File: config.mk
export PLATFORM = sky130hd
export DESIGN_NAME = interp_pwl_lut
export DESIGN_NICKNAME = d
export VERILOG_FILES = /design/src/rtl/interp_pwl_lut.sv
export SDC_FILE = /design/constraint.sdc
export NUM_CORES = 1
export LEC_CHECK = 0
export BUFFER_PORTS_ARGS = -buffer_cell sky130_fd_sc_hd__buf_2
export CORE_ASPECT_RATIO = 1.4
export CORE_UTILIZATION = 40
export DETAILED_ROUTE_END_ITERATION = 8
export MAX_ROUTING_LAYER = met4
export PLACE_DENSITY = 0.55
export SYNTH_ARGS = -nofsm -noshare
export SYNTH_HDL_FRONTEND = slang
export SYNTH_SLANG_ARGS = --single-unit
File: constraint.sdc
create_clock -name clk -period 8.7 [get_ports clk]
set_input_delay 0.87 -clock clk [delete_from_list [all_inputs] [get_ports clk]]
set_output_delay 0.87 -clock clk [all_outputs]
set_load 0.05 [all_outputs]
File: src/rtl/interp_pwl_lut.sv
// interp_pwl_lut: 3-stage piecewise-linear interpolator over a register-programmed knot table.
// Define INTERP_ROUND_EN for round-half-up; the default build floors the interpolation step.
module interp_pwl_lut #(
    parameter int SEG_BITS   = 4,
    parameter int X_WIDTH    = 8,
    parameter int Y_WIDTH    = 10,
    parameter int ADDR_WIDTH = 10,
    parameter int DATA_WIDTH = 16
) (
    input  logic                  clk,
    input  logic                  rstn,
    input  logic [ADDR_WIDTH-1:0] i_reg_addr,
    input  logic [DATA_WIDTH-1:0] i_reg_wdata,
    input  logic                  i_reg_wr,
    input  logic                  i_reg_rd,
    output logic [DATA_WIDTH-1:0] o_reg_rdata,
    output logic                  o_reg_rvalid,
    input  logic [X_WIDTH-1:0]    i_x,
    input  logic                  i_x_valid,
    output logic                  o_x_ready,
    output logic [Y_WIDTH-1:0]    o_y,
    output logic                  o_y_valid,
    input  logic                  i_y_ready
);
    localparam int F  = X_WIDTH - SEG_BITS;
    localparam int NK = 2**SEG_BITS + 1;
    localparam int PW = Y_WIDTH + 1 + F;
    localparam logic [ADDR_WIDTH-1:0] COUNT_ADDR = '1;
    localparam logic [ADDR_WIDTH-1:0] CTRL_ADDR  = COUNT_ADDR - ADDR_WIDTH'(1);
    localparam logic [ADDR_WIDTH-1:0] LAST_KNOT  = ADDR_WIDTH'(NK - 1);
`ifdef INTERP_ROUND_EN
    localparam logic signed [PW-1:0] RND = PW'(2**(F-1));
`else
    localparam logic signed [PW-1:0] RND = '0;
`endif

    logic [Y_WIDTH-1:0]    knot [NK];
    logic                  enable;
    logic [DATA_WIDTH-1:0] count;
    logic [SEG_BITS:0]     kaddr, k0, k1;
    logic                  knot_hit, ctrl_hit, count_hit;
    logic [DATA_WIDTH-1:0] rd_mux;
    logic                  adv, acc, v1, v2;
    logic [Y_WIDTH-1:0]    s1_a, s1_b, s2_a;
    logic [F-1:0]          s1_f;
    logic signed [Y_WIDTH:0] diff;
    logic signed [PW-1:0]  dx, fx, prod, s2_p, rsum, step, ysum;
    logic                  unused_wdata;

    assign unused_wdata = ^i_reg_wdata;
    assign kaddr     = i_reg_addr[SEG_BITS:0];
    assign knot_hit  = i_reg_addr <= LAST_KNOT;
    assign ctrl_hit  = i_reg_addr == CTRL_ADDR;
    assign count_hit = i_reg_addr == COUNT_ADDR;
    assign rd_mux    = knot_hit  ? DATA_WIDTH'(knot[kaddr]) :
                       ctrl_hit  ? DATA_WIDTH'(enable) :
                       count_hit ? count : '0;

    // Every stage moves together; only a stalled output blocks the pipe.
    assign adv       = !(o_y_valid && !i_y_ready);
    assign o_x_ready = enable && adv;
    assign acc       = i_x_valid && o_x_ready;
    assign k0        = {1'b0, i_x[X_WIDTH-1:F]};
    assign k1        = k0 + (SEG_BITS+1)'(1);

    assign diff = $signed({1'b0, s1_b}) - $signed({1'b0, s1_a});
    assign dx   = PW'(diff);
    assign fx   = PW'(s1_f);
    assign prod = dx * fx;
    assign rsum = s2_p + RND;
    assign step = rsum >>> F;
    assign ysum = PW'(s2_a) + step;

    always_ff @(posedge clk or negedge rstn) begin
        if (!rstn) begin
            for (int i = 0; i < NK; i++) knot[i] <= '0;
            enable       <= 1'b0;
            o_reg_rdata  <= '0;
            o_reg_rvalid <= 1'b0;
        end else begin
            if (i_reg_wr && knot_hit) knot[kaddr] <= i_reg_wdata[Y_WIDTH-1:0];
            if (i_reg_wr && ctrl_hit) enable <= i_reg_wdata[0];
            o_reg_rvalid <= i_reg_rd;
            if (i_reg_rd) o_reg_rdata <= rd_mux;
        end
    end

    // A software clear takes priority over a coincident output handshake.
    always_ff @(posedge clk or negedge rstn) begin
        if (!rstn) count <= '0;
        else if (i_reg_wr && count_hit) count <= '0;
        else if (o_y_valid && i_y_ready) count <= count + DATA_WIDTH'(1);
    end

    always_ff @(posedge clk or negedge rstn) begin
        if (!rstn) begin
            v1        <= 1'b0;
            v2        <= 1'b0;
            s1_a      <= '0;
            s1_b      <= '0;
            s1_f      <= '0;
            s2_a      <= '0;
            s2_p      <= '0;
            o_y       <= '0;
            o_y_valid <= 1'b0;
        end else if (adv) begin
            v1        <= acc;
            s1_a      <= knot[k0];
            s1_b      <= knot[k1];
            s1_f      <= i_x[F-1:0];
            v2        <= v1;
            s2_a      <= s1_a;
            s2_p      <= prod;
            o_y_valid <= v2;
            if (v2) o_y <= ysum[Y_WIDTH-1:0];
        end
    end
endmodule
; ---- Word level (Yosys, flattened, before mapping)
; Cells that the tools add are included.
[word_totals]
ff_bits = 265
input_bits = 40
out_inout_bits = 29
elab_cells = 75
[classes]
addsub = 4
mul = 1
order_cmp = 5
eq_ne = 2
muxes = 17
bitwise = 4
reduce_logical = 12
[ops]
columns = operator, n
row1 = bitwise mux 170 bit, 1
row2 = binary-select mux 10 bit (select 5 bit), 3
row3 = two-way mux 16 bit, 5
row4 = two-way mux 10 bit, 7
row5 = demux 10 bit (select 5 bit), 1
row6 = equality test 10 bit (second input constant), 2
row7 = greater-or-equal comparator 6 bit (second input constant), 3
row8 = adder 16 x 1 -> 16 bit (second input constant), 1
row9 = multiplier 11 x 5 -> 14 bit, 1
row10 = NOT 5 -> 6 bit, 2
row11 = subtractor 10 x 10 -> 11 bit, 1
row12 = adder 10 bit, 1
row13 = less-or-equal comparator 10 x 5 -> 1 bit (second input constant), 1
row14 = logical AND 1 bit, 8
row15 = less-than comparator 6 x 1 -> 1 bit (second input constant), 1
row16 = NOT 4 -> 6 bit, 1
row17 = adder 4 x 1 -> 5 bit (second input constant), 1
row18 = logical NOT 1 bit, 2
row19 = AND reduction 2 bit, 1
row20 = nonzero test 2 bit, 1
row21 = NOT 1 bit, 1

; ---- Longest topological paths before layout
[logic_depth]
word_depth = 6
mapped_depth = 23
mapped_depth_nobuf = 23

; ---- Least setup slack after synthesis
; OpenSTA, ideal clock, no wires.
[synth_path]
path_type = register -> register
from = register s1_a[0]
to = register s2_p[13]
setup_ps = 126
t_arrival_ps = 4793
required_ps = 8574
slack_ps = 3781
path_stages_with_launch = 23
path_cell_list = dfrtp_1 > ha_1 > fa_1 > nor2b_1 > o2111ai_1 > nand2_1 > a21o_1 > a21oi_1 > xnor2_1 > and2_1 > ha_1 > fa_1 > inv_1 > fa_1 > inv_1 > ha_1 > a21oi_1 > a21oi_1 > a211oi_1 > mux2_2 > nand3_1 > and4_1 > nor3_1
[synth_via]
elab_chain_cells = 2
[synth_lines]
columns = item, line_no
row1 = from (decl), 44  ; logic [Y_WIDTH-1:0] s1_a, s1_b, s2_a;
row2 = from (signal assigned), 108  ; s1_a <= knot[k0];
row3 = subtractor 10 x 10 -> 11 bit, 66  ; assign diff = $signed({1'b0, s1_b}) - $signed({1'b0, s1_a});
row4 = multiplier 11 x 5 -> 14 bit, 69  ; assign prod = dx * fx;
row5 = to (signal assigned), 113  ; s2_p <= prod;
row6 = to (decl), 47  ; logic signed [PW-1:0] dx, fx, prod, s2_p, rsum, step, ysum;
; Every way passes these cells.
; A chain may end at the register's enable or synchronous reset.

; ---- Worst setup path after layout
; Ends and elaborated chain as after synthesis.

==> results.rst <==
.. list-table::
   :header-rows: 1

   * - Metric
     - Value
   * - FILL cells
     - 3700
   * - Hold_buf cts
     - 0
   * - Antenna violations before repair
     - 1
   * - Top-Level Pins
     - 69
   * - Starting density of the core
     - 0.4068
   * - Most used flip-flop cell after synthesis
     - sky130_fd_sc_hd__dfrtp_1
   * - Crit path DAT
     - between 5 and 6 ns
   * - Number of storage elements in the synthesis netlist
     - roughly 260
   * - Share of final-layout standard cells stronger than drive strength 1
     - 0.3336
   * - Post-route standard cell area excluding fillers
     - between 0.015 and 0.02 mm2
   * - Count of nets left with antenna violations after detail routing
     - 0
   * - Num CTS Buffers
     - 29
   * - GRT Overall Usage
     - 0.2303
   * - CTS tree
     - yes
   * - Number of clock sinks
     - 261
   * - Gates resized, CTS repair
     - 0
   * - Die extent in x
     - 171.1 um
   * - Setup Viol. Count Final
     - 0
   * - Post-DP HPWL
     - 28800 um
   * - Number of buffers added on ports
     - 62
   * - Combinational share of power
     - 0.225
   * - Final Skew
     - about 0.0099 ns
   * - Crit-path max cell delay
     - around 0.53 ns
   * - Max-slew violations
     - 0
   * - Psw
     - between 0.0009 and 0.001 W
   * - Clock latency of the later-clocked register in the worst-skew pair
     - 0.56 ns
   * - Leakage
     - 8.077 nW
   * - Y dimension of the die
     - 238.8 um
   * - Sequential cell area fraction in the yosys report
     - 0.4077
   * - Clock share of power
     - 0.374
   * - H-tree levels
     - 1
   * - Average instance area after synthesis
     - about 12 um2
   * - Status
     - finished clean
   * - Pwr/cell area
     - about 180 mW/mm2
   * - Number of max-cap violations
     - 0
   * - Average detailed-routed wire length per instance
     - 23.12 um
   * - Setup Fix Bufs, Post-CTS
     - 0
   * - Final Cycle Share
     - 0.6326
   * - Net total in the final layout
     - 1432
   * - Count of unique library cells instantiated by Yosys
     - 51
   * - Maximum number of pins on one net before global-route repair
     - 160
   * - Max-slew headroom at the worst pin
     - 0.2510
   * - Highest achievable clock rate
     - 181.7 MHz
   * - Worst Max-Slew Pin Slew
     - 1.119 ns
   * - Total negative slack
     - 0 ns
   * - Buffer depth of the longest clock path
     - 3
   * - Slowest stage cell on the critical path
     - sky130_fd_sc_hd__fa_1
   * - GP Congestion
     - between 0.8 and 0.9
   * - Start of the worst register-to-register path
     - s1_a[0]
   * - Worst flop-to-flop path endpoint
     - s2_p[13]
   * - Detailed Route WL
     - 43360 um
   * - Post-detailed-route DRC marker count
     - 0
   * - Total core area
     - 0.03938 mm2
   * - Std cell rows
     - 86
   * - Drt initial violations
     - 596
   * - Worst-path fanout max
     - 6
   * - Number of enable-type register cells in the synthesized netlist
     - 0
   * - Clock root buffer master
     - sky130_fd_sc_hd__clkbuf_16
   * - Part of the power in registers
     - 0.401
   * - Netlist area before placement
     - ~0.016 mm2
   * - Asr flop ratio synth
     - 1.000
   * - Cells after synthesis
     - 1303
   * - Warning count from the yosys run
     - 0
   * - Post-synth net total
     - 1408
   * - Worst Path Class, Setup
     - flip-flop to flip-flop
   * - Count of TritonRoute iterations in the first routing pass
     - 5
   * - Die Outline Area
     - 0.04086 mm2
   * - Switching power as a share of total power
     - 0.3006
   * - FF-to-FF setup slack
     - 3.20 ns
   * - Number of global-route vias before repair
     - 11300
   * - Final worst path period need
     - 5.503 ns
   * - Final hold violation count
     - 0
   * - Detailed-route vias per instance
     - approximately 5.8
   * - Type of the tightest min-delay check
     - primary input to asynchronous set/reset pin
   * - Clock transition at the registers of the reported paths
     - 0.06 ns
   * - Total number of vias
     - 10830
   * - Worst reg2reg path depth
     - 22
   * - Worst setup path startpoint
     - s1_a[0]
   * - WP data required
     - 9.14 ns
   * - Unrepaired setup endpoints after global routing
     - no
   * - Global-route wire length before repair
     - 67870 um
   * - Peak VDD IR
     - 0.0001367 V
   * - Overflow after GRT
     - 0
   * - Capturing element type of the critical path
     - flip-flop
   * - Startpoint class of the critical path
     - flip-flop
   * - Placement-stage cell area
     - between 0.015 and 0.02 mm2
   * - Signed area change from the synthesized netlist to the final layout
     - 10.86%
   * - Internal power
     - 0.002283 W
   * - Cell Chain, Critical Path
     - ha_1, fa_1, nor2b_1, o2111ai_1, nand2_1, a21o_1, a21oi_1, xnor2_1, and2_1, ha_1, fa_1, inv_1, fa_1, inv_1, ha_1, a21oi_1, a21oi_1, a211oi_1, mux2_2, nand3_1, and4_1, nor3_1
power groups by stage:
stage	registers, W	clock network, W	logic (W)
final	0.00131	0.00122	0.000733
after global routing	0.00132	0.00129	0.000833
after detailed placement	0.00133	0	0.000743
after CTS	0.00131	0.00125	0.000746
after floorplan	0.00134	0	0.000517
after global placement	0.00133	0	0.000735
metal layers:
layer / part of all wire / track usage
met2: 0.54 / 0.4149
met4: 0.040 / 0.09010
met5: 0 / -
met1: 0.38 / 0.2614
met3: 0.037 / 0.02119
synthesized netlist by cell type, types with 2 or more instances:
cell                       number  share of area
sky130_fd_sc_hd__or3_1          3         0.0012
sky130_fd_sc_hd__nand4_1        5         0.0020
sky130_fd_sc_hd__nor2_2         3         0.0012
sky130_fd_sc_hd__nand2_1      131          0.031
sky130_fd_sc_hd__xnor2_1       25          0.014
sky130_fd_sc_hd__o31ai_1        2        0.00094
sky130_fd_sc_hd__mux2i_1       12         0.0075
sky130_fd_sc_hd__nor4_1         2        0.00078
sky130_fd_sc_hd__buf_2         12         0.0037
sky130_fd_sc_hd__xor2_1        21          0.011
sky130_fd_sc_hd__o21ai_0       62          0.019
sky130_fd_sc_hd__mux2_2       185           0.13
sky130_fd_sc_hd__nand2b_1       6         0.0023
sky130_fd_sc_hd__and4_1         2         0.0011
sky130_fd_sc_hd__inv_1         57          0.013
sky130_fd_sc_hd__nor2b_1       21         0.0082
sky130_fd_sc_hd__nor2_1        45          0.011
sky130_fd_sc_hd__nand3b_1       8         0.0037
sky130_fd_sc_hd__buf_1         15         0.0035
sky130_fd_sc_hd__and2_1        32          0.012
sky130_fd_sc_hd__o211ai_1       2        0.00094
sky130_fd_sc_hd__a21o_1         6         0.0028
sky130_fd_sc_hd__clkbuf_1      56          0.013
sky130_fd_sc_hd__nand3_1       28         0.0087
sky130_fd_sc_hd__ha_1          44          0.034
sky130_fd_sc_hd__and3_1         5         0.0020
sky130_fd_sc_hd__o21a_1         6         0.0028
sky130_fd_sc_hd__fa_1          21          0.026
sky130_fd_sc_hd__a221oi_1      12         0.0066
sky130_fd_sc_hd__a211oi_1       5         0.0023
sky130_fd_sc_hd__mux4_2       130           0.18
sky130_fd_sc_hd__o41ai_1        2         0.0011
sky130_fd_sc_hd__a32oi_1        8         0.0044
sky130_fd_sc_hd__dfrtp_1      261           0.41
sky130_fd_sc_hd__nor3_1        18         0.0056
sky130_fd_sc_hd__a21oi_1       34          0.011
sky130_fd_sc_hd__or4_1          2        0.00094
kinds of logic after synthesis:
kind of cell             share of synthesized area
AND/OR/NAND/NOR                            0.09818
buffers and inverters                      0.03374
adder cells (fa/ha/maj)                    0.06061
flip-flops                                  0.4077
AO/OA/AOI/OAI                              0.05428
multiplexers                                0.3203
XOR/XNOR                                   0.02515
critical path, delay by kind of cell, from the launching register on:
kind / cells / cell delay (ns)
compound gates: 6 / 1.05
fa+ha+maj: 6 / 2.27
simple gates: 6 / 0.86
buf+inv: 2 / 0.09
xor+xnor: 1 / 0.32
flops: 1 / 0.40
mux: 1 / 0.38
registers in the layout, summed over array words and instances (netlist names), 4 cells and up:
register and count:
count 16, o_reg_rdata 16, s1_b 10, s1_a 10, s1_f 4, knot 170, s2_p 10, o_y 10
s2_a 10
how the worst max path moves through the flow:
stage	end	cells past startpoint
after floorplan	s2_p[13]	22
after global placement	s2_p[13]	22
after detailed placement	s2_p[13]	22
after CTS	s2_p[13]	22
after global routing	s2_p[13]	22
final	s2_p[13]	22
cells in the final DEF, fill, tap and decap left out, types with 15 or more instances in the layout:
cell type,instances
sky130_fd_sc_hd__ha_1,43
sky130_fd_sc_hd__a21oi_1,34
sky130_fd_sc_hd__inv_1,57
sky130_fd_sc_hd__mux2_2,185
sky130_fd_sc_hd__dfrtp_1,261
sky130_fd_sc_hd__buf_4,15
sky130_fd_sc_hd__nor2_1,45
sky130_fd_sc_hd__buf_2,59
sky130_fd_sc_hd__nand3_1,28
sky130_fd_sc_hd__mux4_2,130
sky130_fd_sc_hd__and2_1,32
sky130_fd_sc_hd__o21ai_0,62
sky130_fd_sc_hd__nor3_1,18
sky130_fd_sc_hd__fa_1,21
sky130_fd_sc_hd__xnor2_1,24
sky130_fd_sc_hd__clkbuf_16,29
sky130_fd_sc_hd__nand2_1,131
sky130_fd_sc_hd__nor2b_1,19
sky130_fd_sc_hd__xor2_1,21
layout make-up:
| cell class | instances | area (um2) | area share |
|---|---|---|---|
| inverter | 57 | 214.0 | 0.01205 |
| antenna | 1 | 2.502 | 0.0001409 |
| multi-input combinational | 902 | 8985 | 0.5060 |
| timing repair buffer | 76 | 442.9 | 0.02494 |
| clock inverter | 8 | 97.59 | 0.005496 |
| sequential | 261 | 6531 | 0.3678 |
| clock buffer | 42 | 824.5 | 0.04643 |
| tap | 528 | 660.6 | 0.03720 |
metrics by stage:
step | util | std cells | setup slack (ns) | total power (W) | hold slack [ns]
2_1_floorplan | - | 1303 | 3.781 | 0.001859 | 0.4386
3_3_place_gp | 0.4274 | 1824 | 3.306 | 0.002067 | 0.4560
3_5_place_dp | 0.4274 | 1824 | 3.209 | 0.002076 | 0.4614
4_1_cts | 0.4509 | 1874 | 3.198 | 0.003312 | 0.3898
5_1_grt | 0.4509 | 1875 | 2.845 | 0.003444 | 0.4162
6_report | 0.4509 | 1875 | 3.197 | 0.003265 | 0.3626
Note: power is estimated with default switching activity, not from simulation.
